[src/rtl/fifo_arb_pkg.sv]
// Shared types and helpers for the async-FIFO write-port arbiter.
package fifo_arb_pkg;

  typedef enum logic [0:0] {
    ARB_IDLE,
    ARB_BURST
  } arb_state_e;

  localparam int unsigned STAT_W = 16;

  // Next round-robin index after idx, wrapping at n (n need not be a power of two).
  function automatic int unsigned rr_next(input int unsigned idx, input int unsigned n);
    return (idx + 1 >= n) ? 0 : idx + 1;
  endfunction

endpackage

[src/rtl/rr_pick.sv]
// Combinational round-robin picker: first asserted request at or after ptr, wrapping.
module rr_pick #(
  parameter int unsigned NREQ = 4,
  parameter int unsigned IW   = $clog2(NREQ)
) (
  input  logic [NREQ-1:0] req,
  input  logic [IW-1:0]   ptr,
  output logic [IW-1:0]   idx,
  output logic            found
);

  int unsigned cand;

  always_comb begin
    idx   = '0;
    found = 1'b0;
    cand  = 0;
    for (int unsigned k = 0; k < NREQ; k++) begin
      cand = (32'(ptr) + k) % NREQ;
      if (!found && req[cand]) begin
        idx   = IW'(cand);
        found = 1'b1;
      end
    end
  end

endmodule

[src/rtl/fifo_wr_arbiter.sv]
// Round-robin burst arbiter for the async FIFO write port (wr_clk domain).
// Define WR_ARB_STATS_EN to add per-requester beat counters and a stall counter.
module fifo_wr_arbiter
  import fifo_arb_pkg::*;
#(
  parameter int unsigned NREQ      = 4,
  parameter int unsigned DSIZE     = 8,
  parameter int unsigned MAX_BURST = 4
) (
  input  logic                     wr_clk,
  input  logic                     wr_rst,
  input  logic [NREQ-1:0]          req_valid,
  input  logic [NREQ*DSIZE-1:0]    req_data,
  output logic [NREQ-1:0]          req_ready,
  input  logic                     wr_full,
  output logic                     wr_inc,
  output logic [DSIZE-1:0]         wr_data,
  output logic [$clog2(NREQ)-1:0]  grant_id,
  output logic                     busy
`ifdef WR_ARB_STATS_EN
  ,
  output logic [NREQ*STAT_W-1:0]   stat_beats,
  output logic [STAT_W-1:0]        stat_stall
`endif
);

  localparam int unsigned IW = $clog2(NREQ);
  localparam int unsigned CW = $clog2(MAX_BURST + 1);
  localparam logic [CW-1:0] LastBeat = CW'(MAX_BURST - 1);

  arb_state_e      state_q, state_d;
  logic [IW-1:0]   owner_q, owner_d;
  logic [IW-1:0]   rr_ptr_q, rr_ptr_d;
  logic [CW-1:0]   beat_cnt_q, beat_cnt_d;

  logic [IW-1:0]   pick_idx;
  logic            pick_found;
  logic            owner_valid;
  logic            xfer;
  logic            burst_done;
  logic [DSIZE-1:0] data_arr [NREQ];

  for (genvar g = 0; g < NREQ; g++) begin : g_data
    assign data_arr[g] = req_data[g*DSIZE +: DSIZE];
  end

  rr_pick #(
    .NREQ (NREQ),
    .IW   (IW)
  ) u_pick (
    .req   (req_valid),
    .ptr   (rr_ptr_q),
    .idx   (pick_idx),
    .found (pick_found)
  );

  // Datapath is purely combinational off the registered owner: zero added latency.
  always_comb begin
    busy        = (state_q == ARB_BURST);
    owner_valid = req_valid[owner_q];
    xfer        = busy & owner_valid & ~wr_full;
    req_ready   = '0;
    if (busy) req_ready[owner_q] = owner_valid & ~wr_full;
    wr_inc      = xfer;
    wr_data     = data_arr[owner_q];
    grant_id    = owner_q;
  end

  always_comb begin
    state_d    = state_q;
    owner_d    = owner_q;
    rr_ptr_d   = rr_ptr_q;
    beat_cnt_d = beat_cnt_q;
    burst_done = 1'b0;
    unique case (state_q)
      ARB_IDLE: begin
        if (pick_found) begin
          owner_d = pick_idx;
          state_d = ARB_BURST;
        end
      end
      ARB_BURST: begin
        // A stalled but still-valid owner keeps the grant.
        burst_done = (xfer && beat_cnt_q == LastBeat) || !owner_valid;
        if (xfer) beat_cnt_d = beat_cnt_q + 1'b1;
        if (burst_done) begin
          state_d    = ARB_IDLE;
          rr_ptr_d   = IW'(rr_next(32'(owner_q), NREQ));
          beat_cnt_d = '0;
        end
      end
      default: state_d = ARB_IDLE;
    endcase
  end

  always_ff @(posedge wr_clk or posedge wr_rst) begin
    if (wr_rst) begin
      state_q    <= ARB_IDLE;
      owner_q    <= '0;
      rr_ptr_q   <= '0;
      beat_cnt_q <= '0;
    end else begin
      state_q    <= state_d;
      owner_q    <= owner_d;
      rr_ptr_q   <= rr_ptr_d;
      beat_cnt_q <= beat_cnt_d;
    end
  end

`ifdef WR_ARB_STATS_EN
  logic [STAT_W-1:0] beats_q [NREQ];
  logic [STAT_W-1:0] stall_q;

  always_ff @(posedge wr_clk or posedge wr_rst) begin
    if (wr_rst) begin
      for (int i = 0; i < NREQ; i++) beats_q[i] <= '0;
      stall_q <= '0;
    end else begin
      if (xfer) beats_q[owner_q] <= beats_q[owner_q] + 1'b1;
      if (busy && wr_full && owner_valid) stall_q <= stall_q + 1'b1;
    end
  end

  for (genvar g = 0; g < NREQ; g++) begin : g_stat
    assign stat_beats[g*STAT_W +: STAT_W] = beats_q[g];
  end
  assign stat_stall = stall_q;
`endif

endmodule

[config.mk]
export PLATFORM = sky130hd
export DESIGN_NAME = fifo_wr_arbiter
export DESIGN_NICKNAME = d
export VERILOG_FILES = /design/src/rtl/fifo_arb_pkg.sv /design/src/rtl/rr_pick.sv /design/src/rtl/fifo_wr_arbiter.sv
export SDC_FILE = /design/constraint.sdc
export NUM_CORES = 1
export LEC_CHECK = 0
export CORE_ASPECT_RATIO = 0.9
export CORE_MARGIN = 2
export CORE_UTILIZATION = 35
export DETAILED_ROUTE_END_ITERATION = 7
export GPL_TIMING_DRIVEN = 0
export PLACE_DENSITY = 0.8
export SLEW_MARGIN = 0
export SYNTH_ARGS = -nofsm -noshare
export SYNTH_HDL_FRONTEND = slang
export SYNTH_SLANG_ARGS = --single-unit
[constraint.sdc]
create_clock -name wr_clk -period 2.25 [get_ports wr_clk]
set_input_delay 0.5625 -clock wr_clk [delete_from_list [all_inputs] [get_ports wr_clk]]
set_output_delay 0.5625 -clock wr_clk [all_outputs]
set_load 0.01 [all_outputs]
; After elaboration in Yosys (flattened, before gate mapping)
; Cells that the tools add are included.
[word_totals]
register_bits = 8
[classes]
addsub = 5
eq_ne = 1
muxes = 30
n_lt_le_gt_ge = 8
bitwise_logic = 7
reduce_logical = 14
[op_table]
columns = op, n
row1 = binary-select mux 8 bit (select 2 bit), 1
row2 = 2-to-1 mux 8 bit, 2
row3 = less-than comparator 2 x 3 -> 1 bit (second input constant), 5
row4 = 2-to-1 mux 1 bit, 12
row5 = binary-select mux 1 bit (select 2 bit), 5
row6 = 2-to-1 mux 2 bit, 5
row7 = greater-or-equal comparator 3 bit (second input constant), 2
row8 = 2-to-1 mux 3 bit, 2
row9 = AND reduction 2 bit, 3
row10 = logical AND 1 bit, 5
row11 = adder 2 bit (second input constant), 2
row12 = bitwise AND 4 bit, 1
row13 = logical NOT 1 bit, 4
row14 = 2-to-1 mux 4 bit, 1
row15 = adder 2 x 1 -> 3 bit (second input constant), 1
row16 = adder 3 x 1 -> 3 bit (second input constant), 1
row17 = bitwise AND 1 bit, 3
row18 = equality test 3 x 2 -> 1 bit (second input constant), 1
row19 = NOT 2 -> 3 bit, 1
row20 = adder 2 x 1 -> 2 bit (second input constant), 1
row21 = demux 1 bit (select 2 bit), 1
row22 = greater-or-equal comparator 2 x 1 -> 1 bit (second input constant), 1
row23 = NOT 1 bit, 2
row24 = one-hot mux 1 bit (2 select lines), 1
row25 = 2 further kinds, 2

; Logic depth before layout (Yosys ltp)
[depth]
ltp_word = 14
ltp_mapped = 6
mapped_depth_nobuf = 6

; Cells and area by module
; Synthesis repeated with hierarchy kept, for this count alone.
[hier_totals]
cells_unflattened = 70
hier_area_um2 = 768.2
[by_module_without_submodules]
columns = mod, instances, seq_area_each_um2, cells_each, area_each_um2
row1 = fifo_wr_arbiter, 1, 200.2, 55, 690.7
row2 = rr_pick, 1, 0.0, 15, 77.6

; Worst setup path before layout
; Ideal clock, no wire load.
[synth_timing]
kind = input to output
startpoint = input port req_valid[3]
endpoint = output port req_ready[0]
slack_ns = 0.168
required_time_ns = 1.688
cell_stages = 3
t_arrival_ns = 1.520
cell_sequence = mux4_2 > and3b_1 > and2_1
[synth_between]
elab_chain_len = 5
[synth_rtl]
columns = item, line_no
row1 = "start, declared", fifo_wr_arbiter.sv:12  ; input logic [NREQ-1:0] req_valid,
row2 = binary-select mux 1 bit (select 2 bit), fifo_wr_arbiter.sv:60  ; owner_valid = req_valid[owner_q];
row3 = 2-to-1 mux 1 bit (not written as such), fifo_wr_arbiter.sv:60
row4 = bitwise AND 1 bit, fifo_wr_arbiter.sv:63  ; if (busy) req_ready[owner_q] = owner_valid & ~wr_full;
row5 = bitwise AND 4 bit (no line), n/a
row6 = 2-to-1 mux 4 bit, fifo_wr_arbiter.sv:63
row7 = "end, declared", fifo_wr_arbiter.sv:14  ; output logic [NREQ-1:0] req_ready,
; No other way between the ends. The select of a mux whose other input is x is not followed.

; Worst setup path after layout
[layout_timing]
startpoint = register owner_q[0], in the netlist grant_id[0]
endpoint = output port req_ready[1]
[layout_between]
elab_chain_len = 6
word_cells_on_any_way = 10
classes_between = 2 x order compare / 5 x mux / 2 x bitwise / 1 x reduce/logical
[layout_rtl]
columns = item, line_no
row1 = "start, declared", fifo_wr_arbiter.sv:32  ; logic [IW-1:0] owner_q, owner_d;
row2 = "start signal, assigned", fifo_wr_arbiter.sv:104  ; owner_q <= owner_d;
row3 = less-than comparator 2 x 3 -> 1 bit (not written as such) or greater-or-equal comparator 2 x 1 -> 1 bit (tied branches), fifo_wr_arbiter.sv:63
row4 = logical AND 1 bit (not written as such), fifo_wr_arbiter.sv:63
row5 = 2-to-1 mux 1 bit (not written as such), fifo_wr_arbiter.sv:63
row6 = demux 1 bit (select 2 bit), fifo_wr_arbiter.sv:63
row7 = bitwise AND 4 bit (no line) *, n/a
row8 = 2-to-1 mux 4 bit *, fifo_wr_arbiter.sv:63
; Every way passes the cells marked *; elsewhere a longest branch is shown, timed or not. The select of a mux whose other input is x is not followed.

==> qor_table.md <==
| Parameter | This run | Unit |
| --- | --- | --- |
| Layout cell share with drive strength beyond 1 | 0.313 | - |
| Signed area change from the synthesized netlist to the final layout | 71.9 | % |
| Vias in the first global route | 816 | - |
| Drt pass-1 iters | 4 | - |
| Starting density of the core | 0.369 | - |
| Crit path arrival time | 1.69 | ns |
| Post-route antenna net violation count | 0 | - |
| Crit path kind | reg -> out | - |
| Drt initial violations | 18 | - |
| Skew-Pair Late Insertion Delay | 0.26 | ns |
| Yosys warning total | 0 | - |
| Fraction of the yosys area taken by sequential cells | 0.248 | - |
| Synthesized area per cell | 10.9 | um2 |
| Wirelength per Cell | 14.1 | um |
| Final setup violating endpoints | 3 | - |
| Power, Total | 1.40 | mW |
| Number of port buffers | 54 | - |
| CP required | 1.69 | ns |
| Maximum root-to-sink buffer count | 2 | - |
| Fillers | 170 | - |
| Max-slew headroom at the worst pin | 0.763 | - |
| Power per cell area | 1010 | nW/um2 |
| Worst-case clock skew | 0.00969 | ns |
| Final worst path period share | 1.00 | - |
| Library cell contributing the largest single delay on the critical path | mux4_2 | - |
| Count of vias placed by the detailed router | 852 | - |
| Die H | 49.5 | um |
| Gpl congestion | 0.751 | - |
| Number of buffers inserted during clock tree synthesis | 3 | - |
| Total Nets Final | 181 | - |
| Net count after synthesis | 119 | - |
| Post-Route Utilization | 0.635 | - |
| Cell type group with the largest total delay on the critical path | multiplexers | - |
| Hold/Removal Path Class | reg -> reg | - |
| Row count | 16 | - |
| Crit path capture type | primary output | - |
| Number of antenna violations at the first check in global routing | 0 | - |
| Predominant post-synthesis flop cell | dfrtp_1 | - |
| Diodes inserted | 0 | - |
| Global routing usage on met1 | 0.202 | - |
| Area enclosed by the die boundary | 2700 | um2 |
| Residual overflow from global routing | 0 | - |
| Share of flip-flops with an asynchronous set or reset after synthesis | 1.00 | - |
| Number of DRC violations after detailed routing | 0 | - |
| Netlist cell types | 30 | - |
| Number of hold violations in the final report | 0 | - |
| Number of maximum-capacitance constraint violations | 0 | - |
| Io pins | 55 | - |
| Overall global routing resource usage | 0.177 | - |
| Worst-path maximum fanout | 5 | - |
| Clock transition at the register clock pins on the worst setup and hold paths after CTS | 0.05 | ns |
| Maximum cell stage delay along the critical path | 0.52 | ns |
| Final HPWL DP | 1.84 | mm |
| Horizontal extent of the die | 54.6 | um |
| Clock sink total | 8 | - |
| Setup ws final | -0.00630 | ns |
| TritonCTS clock tree | built | - |
| Pleak | 0.613 | nW |
| Number of buffers and inverters on the critical path | 1 | - |
| Met3 track utilization from global routing | 0.0697 | - |
| Number of cells produced by synthesis | 74 | - |
| Final count of pins violating max slew | 0 | - |
| Tightest Pin Transition | 0.353 | ns |
| Maximum resistive drop on vdd | 0.816 | mV |
| GRT busiest layer | met2 | - |
| Met2 GRT Util | 0.307 | - |
| Synthesis-stage register bit count | 8 | - |
| First-pass GRT wire length | 3.53 | mm |
| Most common cell after layout, fill and taps aside | clkdlybuf4s50_1 | - |
| Violated checks | negative setup slack | - |
| CTS root buf | clkbuf_4 | - |
| Final wirelength | 2.27 | mm |
| Crit path launch type | register | - |
| Number of enable-type register cells in the synthesized netlist | 0 | - |
| Area inside the core boundary | 2180 | um2 |
| Pin count of the biggest net entering global routing | 11 | - |
| Achievable clock frequency | 0.443 | GHz |
| Syn Std Cell Area | 806 | um2 |
| Maximum level of the CTS H-tree | 1 | - |
| CP cell instances | mux4_2, and3b_2, and2_1, buf_2 | - |
| RSZ-0062 raised after global routing | yes | - |
| Commonest cells after routing, fill and taps aside | clkdlybuf4s50_1 (37), inv_1 (10), mux4_2 (8), dfrtp_1 (7), buf_2 (7) | - |
| Per-cell via count in the routed design | 5.29 | - |
| Min Clock Period, post-route | 2.26 | ns |
| Result of the run | complete, but fails checks | - |
==> worst paths after layout <==
path,slack [ns],from,to,cells after the start
setup / recovery,-0.006,grant_id[0],req_ready[1],4
hold / removal,0.49,beat_cnt_q[2],beat_cnt_q[2],1
setup reg to reg,0.58,grant_id[0],rr_ptr_q[1],5
hold reg to reg,0.49,beat_cnt_q[2],beat_cnt_q[2],1
max in group asynchronous,1.43,wr_rst,grant_id[0],2
min in group asynchronous,0.55,wr_rst,beat_cnt_q[1],2
==> power by group <==
part / switching (mW) / internal [mW]
Combinational: 0.421 / 0.580
Sequential: 0.0748 / 0.214
Clock: 0.0484 / 0.0610
Total: 0.544 / 0.855
==> through the flow <==
step           std cells  area [um2]  TNS [ns]  hold WS (ns)  worst slack [ns]
2_1_floorplan         74         806         0         0.378             0.168
3_3_place_gp         155        1380     -5.76         0.477            -0.826
3_5_place_dp         155        1380     -6.11         0.481            -0.864
4_1_cts              161        1390   -0.0786         0.491           -0.0248
5_1_grt              161        1390    -0.256         0.500           -0.0620
6_report             161        1390   -0.0178         0.493          -0.00630
==> routing by layer <==
metal  routed length (um)  vias up
li1                     -      404
met1                  853      409
met2                 1180       35
met3                  224        4
met4                   14        0
met5                    0        -
==> worst reg2reg max path, cell delays in order, from the launching register on <==
cell     delay (ns)
dfrtp_2        0.40
mux4_2         0.52
buf_4          0.17
o21ai_2        0.07
nand2_2        0.10
mux2_4         0.29
==> synthesized netlist by cell type, drive strengths merged, types with 2 or more instances <==
cell type / number / area (um2)
nor2: 3 / 11.3
buf: 3 / 17.5
mux2: 3 / 41.3
and2: 4 / 25.0
a221oi: 2 / 17.5
dfrtp: 8 / 200
mux4: 9 / 206
nand2: 6 / 25.0
o21ai: 5 / 28.8
ha: 6 / 75.1
a21oi: 2 / 10.0
inv: 10 / 37.5
==> sequential cells by signal (all words and copies together), names as in the netlist <==
register and flops:
rr_ptr_q 2, beat_cnt_q 3, busy 1, grant_id 2
==> logic make-up (layout without fill, tap and decap cells) <==
| kind of cell | Yosys count | count (layout) | synth area share |
|---|---|---|---|
| simple gates | 19 | 19 | 0.141 |
| compound gates | 15 | 15 | 0.129 |
| mux | 13 | 13 | 0.320 |
| buf+inv | 13 | 73 | 0.0683 |
| flops | 8 | 8 | 0.248 |
| fa+ha+maj | 6 | 6 | 0.0932 |
==> what timing repair did <==
item	in CTS	in global routing
hold endpoints to repair	0	0
resized for setup	61	9
hold buffers	0	0
buffers inserted	3	0
endpoints found under the setup margin	13	10
pin swaps	5	1
==> layout make-up <==
class	count	area [um2]	share of cell area
buffer	3	30.0	0.0217
clock buffer	3	22.5	0.0163
inverter	10	37.5	0.0271
multi-input combinational	53	557	0.402
sequential	8	201	0.145
tap	27	33.8	0.0244
timing repair buffer	57	503	0.363
(Power assumes the default switching activity.)
